--- config.mk ---
export PLATFORM = sky130hd
export DESIGN_NAME = case_item_scanner_flat
export DESIGN_NICKNAME = d
export VERILOG_FILES = /design/src/rtl/case_item_scanner_if.sv /design/src/rtl/case_item_scanner.sv /design/src/flat_wrapper.sv
export SDC_FILE = /design/constraint.sdc
export NUM_CORES = 1
export LEC_CHECK = 0
export ABC_AREA = 1
export BUFFER_PORTS_ARGS = -buffer_cell sky130_fd_sc_hd__clkbuf_2
export CAP_MARGIN = 5
export CORE_MARGIN = 2
export CORE_UTILIZATION = 30
export CTS_CLUSTER_DIAMETER = 120
export CTS_CLUSTER_SIZE = 10
export DETAILED_ROUTE_END_ITERATION = 12
export PLACE_DENSITY_LB_ADDON = 0.08
export SLEW_MARGIN = 20
export SYNTH_ARGS = -nofsm -noshare
export SYNTH_HDL_FRONTEND = slang
export SYNTH_SLANG_ARGS = --single-unit
export TNS_END_PERCENT = 100
--- constraint.sdc ---
create_clock -name clk -period 8.55 [get_ports clk]
set_clock_uncertainty 0.1 [all_clocks]
set_input_delay 1.2825 -clock clk [delete_from_list [all_inputs] [get_ports clk]]
set_output_delay 1.2825 -clock clk [all_outputs]
set_load 0.05 [all_outputs]
--- src/rtl/case_item_scanner_if.sv ---
// Configuration/scan handshake bundle for case_item_scanner.
// CASE_SCAN_CASEZ_EN adds the per-entry don't-care mask input.
interface case_item_scanner_if #(
   parameter int N_ITEMS = 8,
   parameter int W       = 8
);
   localparam int IW = $clog2(N_ITEMS);
   localparam int WW = $clog2(W) + 1;

   logic          cfg_we;
   logic [IW-1:0] cfg_idx;
   logic          cfg_valid;
   logic [W-1:0]  cfg_val;
   logic [WW-1:0] cfg_width;
   logic          cfg_signed;
`ifdef CASE_SCAN_CASEZ_EN
   logic [W-1:0]  cfg_mask;
`endif
   logic          default_en;
   logic          start;
   logic [W-1:0]  sel_val;
   logic [WW-1:0] sel_width;
   logic          sel_signed;
   logic          busy;
   logic          done;
   logic          match_valid;
   logic [IW-1:0] match_idx;
   logic          hit_default;

   modport master (
`ifdef CASE_SCAN_CASEZ_EN
      output cfg_mask,
`endif
      output cfg_we, cfg_idx, cfg_valid, cfg_val, cfg_width, cfg_signed,
      output default_en, start, sel_val, sel_width, sel_signed,
      input  busy, done, match_valid, match_idx, hit_default
   );

   modport slave (
`ifdef CASE_SCAN_CASEZ_EN
      input  cfg_mask,
`endif
      input  cfg_we, cfg_idx, cfg_valid, cfg_val, cfg_width, cfg_signed,
      input  default_en, start, sel_val, sel_width, sel_signed,
      output busy, done, match_valid, match_idx, hit_default
   );
endinterface

--- src/rtl/case_item_scanner.sv ---
// Sequential Verilog case evaluator: one shared comparator walks the item table.
// Optional casez-style masking is enabled with CASE_SCAN_CASEZ_EN.
module case_item_scanner #(
   parameter int N_ITEMS = 8,
   parameter int W       = 8
) (
   input  logic                 clk,
   input  logic                 rst_n,
   case_item_scanner_if.slave   bus
);
   localparam int IW = $clog2(N_ITEMS);
   localparam int WW = $clog2(W) + 1;

   typedef enum logic [1:0] {S_IDLE, S_SCAN, S_DONE} state_t;

   state_t              r_state, w_state_nxt;
   logic [N_ITEMS-1:0]  r_valid, r_signed;
   logic [W-1:0]        r_val   [N_ITEMS];
   logic [WW-1:0]       r_width [N_ITEMS];
`ifdef CASE_SCAN_CASEZ_EN
   logic [W-1:0]        r_mask  [N_ITEMS];
`endif
   logic [W-1:0]        r_sel_ext;
   logic [WW-1:0]       r_ctx_width;
   logic                r_ctx_signed, r_def_en;
   logic [IW-1:0]       r_idx, r_match_idx;
   logic                r_match_valid, r_hit_default;

   logic [WW-1:0]       w_ctx_width;
   logic                w_ctx_signed;
   logic [W-1:0]        w_sel_ext, w_item_ext, w_care;
   logic                w_hit, w_last, w_latch;
   logic [IW-1:0]       w_idx_nxt, w_midx_nxt;
   logic                w_mv_nxt, w_hd_nxt;

   // Mask to wd bits, then fill upper bits with the top valid bit when sgn is set.
   function automatic logic [W-1:0] f_extend(input logic [W-1:0] v, input logic [WW-1:0] wd,
                                             input logic sgn);
      logic         top;
      logic [W-1:0] r;
      top = 1'b0;
      for (int b = 0; b < W; b++)
         if (WW'(b) == wd - WW'(1)) top = v[b];
      for (int b = 0; b < W; b++)
         r[b] = (WW'(b) < wd) ? v[b] : (sgn & top);
      return r;
   endfunction

   function automatic logic [W-1:0] f_width_mask(input logic [WW-1:0] wd);
      logic [W-1:0] r;
      for (int b = 0; b < W; b++) r[b] = (WW'(b) < wd);
      return r;
   endfunction

   // Case context from the table as it stands when start is sampled.
   always_comb begin
      w_ctx_width  = bus.sel_width;
      w_ctx_signed = bus.sel_signed;
      for (int i = 0; i < N_ITEMS; i++) begin
         if (r_valid[i]) begin
            if (r_width[i] > w_ctx_width) w_ctx_width = r_width[i];
            w_ctx_signed = w_ctx_signed & r_signed[i];
         end
      end
   end

   assign w_sel_ext  = f_extend(bus.sel_val, bus.sel_width, w_ctx_signed);
   assign w_item_ext = f_extend(r_val[r_idx], r_width[r_idx], r_ctx_signed);
`ifdef CASE_SCAN_CASEZ_EN
   // Mask extends with its own top bit regardless of context signedness.
   assign w_care = f_width_mask(r_ctx_width) & ~f_extend(r_mask[r_idx], r_width[r_idx], 1'b1);
`else
   assign w_care = f_width_mask(r_ctx_width);
`endif
   assign w_hit  = r_valid[r_idx] && (((r_sel_ext ^ w_item_ext) & w_care) == '0);
   assign w_last = (r_idx == IW'(N_ITEMS - 1));

   always_comb begin
      w_state_nxt = r_state;
      w_idx_nxt   = r_idx;
      w_mv_nxt    = r_match_valid;
      w_midx_nxt  = r_match_idx;
      w_hd_nxt    = r_hit_default;
      w_latch     = 1'b0;
      case (r_state)
         S_IDLE: begin
            if (bus.start) begin
               w_state_nxt = S_SCAN;
               w_latch     = 1'b1;
               w_idx_nxt   = '0;
               w_mv_nxt    = 1'b0;
               w_hd_nxt    = 1'b0;
            end
         end
         S_SCAN: begin
            if (w_hit) begin
               w_mv_nxt    = 1'b1;
               w_midx_nxt  = r_idx;
               w_state_nxt = S_DONE;
            end else if (w_last) begin
               w_hd_nxt    = r_def_en;
               w_state_nxt = S_DONE;
            end else begin
               w_idx_nxt   = IW'(r_idx + 1'b1);
            end
         end
         S_DONE:  w_state_nxt = S_IDLE;
         default: w_state_nxt = S_IDLE;
      endcase
   end

   always_ff @(posedge clk or negedge rst_n) begin
      if (!rst_n) begin
         r_state       <= S_IDLE;
         r_idx         <= '0;
         r_match_valid <= 1'b0;
         r_match_idx   <= '0;
         r_hit_default <= 1'b0;
         r_sel_ext     <= '0;
         r_ctx_width   <= '0;
         r_ctx_signed  <= 1'b0;
         r_def_en      <= 1'b0;
      end else begin
         r_state       <= w_state_nxt;
         r_idx         <= w_idx_nxt;
         r_match_valid <= w_mv_nxt;
         r_match_idx   <= w_midx_nxt;
         r_hit_default <= w_hd_nxt;
         if (w_latch) begin
            r_sel_ext    <= w_sel_ext;
            r_ctx_width  <= w_ctx_width;
            r_ctx_signed <= w_ctx_signed;
            r_def_en     <= bus.default_en;
         end
      end
   end

   // Table port is live in every state.
   always_ff @(posedge clk or negedge rst_n) begin
      if (!rst_n) begin
         r_valid  <= '0;
         r_signed <= '0;
         for (int i = 0; i < N_ITEMS; i++) begin
            r_val[i]   <= '0;
            r_width[i] <= '0;
`ifdef CASE_SCAN_CASEZ_EN
            r_mask[i]  <= '0;
`endif
         end
      end else if (bus.cfg_we) begin
         r_valid[bus.cfg_idx]  <= bus.cfg_valid;
         r_signed[bus.cfg_idx] <= bus.cfg_signed;
         r_val[bus.cfg_idx]    <= bus.cfg_val;
         r_width[bus.cfg_idx]  <= bus.cfg_width;
`ifdef CASE_SCAN_CASEZ_EN
         r_mask[bus.cfg_idx]   <= bus.cfg_mask;
`endif
      end
   end

   assign bus.busy        = (r_state == S_SCAN);
   assign bus.done        = (r_state == S_DONE);
   assign bus.match_valid = r_match_valid;
   assign bus.match_idx   = r_match_idx;
   assign bus.hit_default = r_hit_default;
endmodule

--- src/flat_wrapper.sv ---
// flat-port wrapper written by rule: the top's interface ports become plain ports
module case_item_scanner_flat 
#(
   parameter int N_ITEMS = 8,
   parameter int W       = 8
)
  (clk, rst_n, bus_cfg_we, bus_cfg_idx, bus_cfg_valid, bus_cfg_val, bus_cfg_width, bus_cfg_signed, bus_default_en, bus_start, bus_sel_val, bus_sel_width, bus_sel_signed, bus_busy, bus_done, bus_match_valid, bus_match_idx, bus_hit_default);
  case_item_scanner_if #(.N_ITEMS(N_ITEMS), .W(W)) bus_i ();
  input  logic clk;
  input  logic rst_n;
  input wire logic [$bits(bus_i.cfg_we)-1:0] bus_cfg_we;
  input wire logic [$bits(bus_i.cfg_idx)-1:0] bus_cfg_idx;
  input wire logic [$bits(bus_i.cfg_valid)-1:0] bus_cfg_valid;
  input wire logic [$bits(bus_i.cfg_val)-1:0] bus_cfg_val;
  input wire logic [$bits(bus_i.cfg_width)-1:0] bus_cfg_width;
  input wire logic [$bits(bus_i.cfg_signed)-1:0] bus_cfg_signed;
  input wire logic [$bits(bus_i.default_en)-1:0] bus_default_en;
  input wire logic [$bits(bus_i.start)-1:0] bus_start;
  input wire logic [$bits(bus_i.sel_val)-1:0] bus_sel_val;
  input wire logic [$bits(bus_i.sel_width)-1:0] bus_sel_width;
  input wire logic [$bits(bus_i.sel_signed)-1:0] bus_sel_signed;
  output wire logic [$bits(bus_i.busy)-1:0] bus_busy;
  output wire logic [$bits(bus_i.done)-1:0] bus_done;
  output wire logic [$bits(bus_i.match_valid)-1:0] bus_match_valid;
  output wire logic [$bits(bus_i.match_idx)-1:0] bus_match_idx;
  output wire logic [$bits(bus_i.hit_default)-1:0] bus_hit_default;
  assign bus_i.cfg_we = bus_cfg_we;
  assign bus_i.cfg_idx = bus_cfg_idx;
  assign bus_i.cfg_valid = bus_cfg_valid;
  assign bus_i.cfg_val = bus_cfg_val;
  assign bus_i.cfg_width = bus_cfg_width;
  assign bus_i.cfg_signed = bus_cfg_signed;
  assign bus_i.default_en = bus_default_en;
  assign bus_i.start = bus_start;
  assign bus_i.sel_val = bus_sel_val;
  assign bus_i.sel_width = bus_sel_width;
  assign bus_i.sel_signed = bus_sel_signed;
  assign bus_busy = bus_i.busy;
  assign bus_done = bus_i.done;
  assign bus_match_valid = bus_i.match_valid;
  assign bus_match_idx = bus_i.match_idx;
  assign bus_hit_default = bus_i.hit_default;
  case_item_scanner #(.N_ITEMS(N_ITEMS), .W(W)) u_core (.clk(clk), .rst_n(rst_n), .bus(bus_i));
endmodule
==> impl_summary.md <==
Synth
The top cell type by total area after synthesis is sky130_fd_sc_hd__dfrtp_1. The cell count after synthesis came out at 1097. The count of flip-flops with a built-in enable after synthesis is 0. The largest family of logic cells by synthesized area is simple AND/OR/NAND/NOR gates. The leading register cell type out of synthesis is sky130_fd_sc_hd__dfrtp_1.

The average cell area after synthesis is 7.385 um2. After synthesis, the share of flip-flops with an asynchronous set or reset is 100.0%. For this run, the number of Yosys warnings is 0.

The simple-gate share of the synthesized area is roughly 28%. The multiplexer area fraction after synthesis is 0%. The synthesized netlist devotes 18.53% of its cell area to compound gates. The share of Yosys cell area claimed by the top area cell type is between 40% and 50%.

For this run, the register share of the synthesized area comes to 42.01%. The xor and xnor fraction of the mapped netlist area is less than 1%. The net count after synthesis is roughly 1200. By area the synthesized netlist is led by sky130_fd_sc_hd__dfrtp_1 42%, sky130_fd_sc_hd__nand2_1 13%, sky130_fd_sc_hd__o21ai_0 11%, sky130_fd_sc_hd__inv_1 5.5%, sky130_fd_sc_hd__nand3_1 4.9%. The synthesized netlist devotes about 3.6% of its cell area to adder and majority cells. sky130_fd_sc_hd__nand2_1 is the most common cell in the netlist. The flop and latch count out of synthesis is roughly 140. Ranked by instance count, the synthesized netlist is headed by 288 x sky130_fd_sc_hd__nand2_1, 183 x sky130_fd_sc_hd__o21ai_0, 136 x sky130_fd_sc_hd__dfrtp_1, 119 x sky130_fd_sc_hd__inv_1, 79 x sky130_fd_sc_hd__nand3_1. The post-synthesis cell area is approximately 0.0081 mm2. The number of different library cells used by synthesis comes to 40.

Timing
After layout, the worst path uses 98.22% of the clock period. The number of hold violations in the final report is 0. The worst-case hold slack is between 0.3 and 0.4 ns. Setup repair after global routing could not meet its margin everywhere.

The transition at the pin with the smallest max-transition slack is 1.069 ns. The clock period could shrink to about 8.4 ns. The worst relative slew slack is between 20% and 30%.

The setup slack after layout is about 0.15 ns. Setup violations remaining at the end of the flow were counted as 0. The highest clock frequency the design can meet is roughly 0.12 GHz. The max-slew violation total from the final report came to 0. Setup total negative slack on the finished layout was measured at 0 ns.

Placed design
Summing all placed instances gives a cell area of roughly 0.0091 mm2. After legalization and detailed placement, the total HPWL measured ~17 mm. The total placed cells including tap cells is 1506. In this run the tool buffered the top-level ports with a little over 40 buffer cells. The pre-CTS setup slack is -0.5550 ns. Routability-driven placement finished with a final weighted congestion of between 0.8 and 0.9.

Layout
The post-route core utilization is a little under two fifths. The number of antenna diodes in the final layout is 0. The area growth from synthesis to layout is 25.33%. After routing the design area is approximately 0.01 mm2.

The number of cells in the finished layout apart from fillers is 1551. For this run, the post-layout net count is 1255. In the final layout, the share of cells above drive strength 1 is between 20% and 30%.

Status
The flow ran to the end, and the final reports show no timing, DRC or antenna violations.

Clocking
TritonCTS built the clock tree. CTS placed an instance of sky130_fd_sc_hd__clkbuf_16 at the clock tree root. Buffers inserted during clock tree synthesis total 17. The insertion delay of the later-clocked pin in the worst-skew pair is ~0.42 ns. The clock-pin transition on the worst setup and hold timing paths is around 0.060 ns.

For this design, the CTS-stage hold fixing added 0 buffers. The clock sink count is ~140. No sink is reached through more buffers than the 2 on the longest clock path. The clock tree synthesis step divided the H-tree into 4 levels.

Floorplanning
The number of placed I/O pins is 42. The placement row count is 60. The die covers approximately 0.028 mm2. The x dimension of the die is about 170 um. The effective utilization at floorplan is 30.31%. The core outline area is 0.02673 mm2. The die extent in y is about 170 um.

Setup path
The critical path runs through a total of a little under 70 cells. The library cell appearing most often on the critical path is sky130_fd_sc_hd__nand2_4. The category of the critical setup timing path is input port to register.

The worst register-to-register path has a depth of 67. The count of buffering cells on the critical path with inverters included is 17. The worst setup path is captured at a register.

The critical path data arrival time is between 8 and 9 ns. The category of cells accounting for the largest share of critical-path delay is simple AND/OR/NAND/NOR gates. STA classifies the critical path startpoint as an input port.

Among all stages on the critical path, the largest delay is contributed by sky130_fd_sc_hd__ha_1. In this design, the stage delay of the slowest critical-path cell is 0.33 ns. The required time of the worst setup path is 8.76 ns. The maximum fanout along the worst path is 8.

Detailed routing
In the routed design, unresolved DRC markers number 0. Dividing the detail-routed via count by the number of cells gives ~4.8. The DRC violation total after the first TritonRoute iteration is 357. The first detailed-routing pass ran for 5 iterations. Dividing the detail-routed wire length by the instance count gives 16.24 um.

The detail route stage leaves a number of antenna-violating nets equal to 0. The total number of vias is about 7500. The final routed wirelength across all metal layers is roughly 25 mm.

Pwr
The power density of the placed cells is about 350 mW/mm2. The overall power after layout is ~3.5 mW. The cell leakage power is 4.954 nW. The worst IR drop on VDD is around 160 uV.

Global routing
The aggregate global routing overflow is 0. For this run, the total global-route usage over all layers was measured as a little under a fifth. The initial antenna violation count was 0. The first global-routing pass estimated 40.43 mm of wire.

The maximum number of pins on one net before global-route repair is 79. The via count of the first global-routing pass is between 7000 and 8000.

Min path
Counting instances, the worst hold path has a depth of 2. The type of the most critical hold path is register to register.

Run
Max-cap violations in this run came to 0.
## where the power goes
group	internal (mW)	switching [mW]	leakage [nW]
Clock	0.406	0.311	0.273
Combinational	0.759	1.10	2.98
Sequential	0.794	0.142	1.70
Total	1.96	1.55	4.95
## worst reg2reg max path: cells and delay by family (launching register included)
kind	cells	cell delay, ns
buffers and inverters	15	0.80
AO/OA/AOI/OAI	13	1.76
AND/OR/NAND/NOR	31	2.38
flip-flops	1	0.49
adder cells (fa/ha/maj)	8	2.25
## cell families after synthesis
| family | count (synthesis) |
|---|---|
| buf+inv | 161 |
| fa+ha+maj | 23 |
| xor+xnor | 4 |
| simple gates | 491 |
| compound gates | 282 |
| flops | 136 |
## layout by cell type (no fill, tap or decap), drive strengths merged
master,synthesis,routed
and2,3,3
nor2,63,63
a41oi,1,1
o41ai,1,1
o22ai,7,7
clkinvlp,0,4
nand3,93,93
o21ai,184,184
a32oi,2,2
a22oi,1,1
dfrtp,136,136
a32o,2,2
ha,23,23
o32ai,1,1
clkinv,1,7
buf,5,80
o211ai,2,2
nor4,1,1
or2,2,2
o21a,4,4
xor2,4,4
nand2,325,325
a31oi,1,1
nor3,3,3
nand4,1,1
a31o,1,1
a21oi,65,65
bufinv,0,1
clkbuf,33,56
o21bai,6,6
a311oi,1,1
o221ai,2,2
a2111oi,1,1
inv,122,126
## final cells by class
cell class | instances | area (um2)
clock buffer | 17 | 425.4
fill | 2880 | 16570
inverter | 123 | 473.0
tap | 341 | 426.7
sequential | 136 | 3405
multi-input combinational | 800 | 4473
clock inverter | 15 | 143.9
timing repair buffer | 119 | 807.0
## worst paths after layout
path / slack [ns] / end / from
hold reg to reg: 0.38 / u_core.r_val[43] / u_core.r_val[43]
hold / removal: 0.38 / u_core.r_val[43] / u_core.r_val[43]
setup reg to reg: 0.64 / u_core.r_ctx_width[3] / u_core.r_width[31]
setup / recovery: 0.15 / u_core.r_ctx_width[3] / bus_sel_width[3]
max in group asynchronous: 6.24 / u_core.r_idx[2] / rst_n
min in group asynchronous: 0.79 / u_core.r_val[16] / rst_n
## metal layers
layer,share of wire [%],GRT usage (%)
met1,49,25.30
met2,47,29.99
met3,3.0,2.609
met4,1.6,4.985
met5,0,0
## state kept, by name (all words and copies together), names as in the netlist
name                    count
u_core.r_ctx_width          4
u_core.bus.match_idx        3
u_core.r_ctx_signed         1
u_core.r_sel_ext            8
u_core.bus.hit_default      1
u_core.r_idx                3
u_core.r_valid              8
u_core.r_state              2
u_core.r_signed             8
u_core.bus.match_valid      1
u_core.r_val               64
u_core.r_width             32
u_core.r_def_en             1
## repair_timing
action / 4_1_cts / 5_1_grt
buffers inserted: 4 / 9
setup endpoints to repair: 4 / 4
pin swaps: 12 / 60
gates resized for setup: 6 / 76
Power figures use the tool's default switching activity.
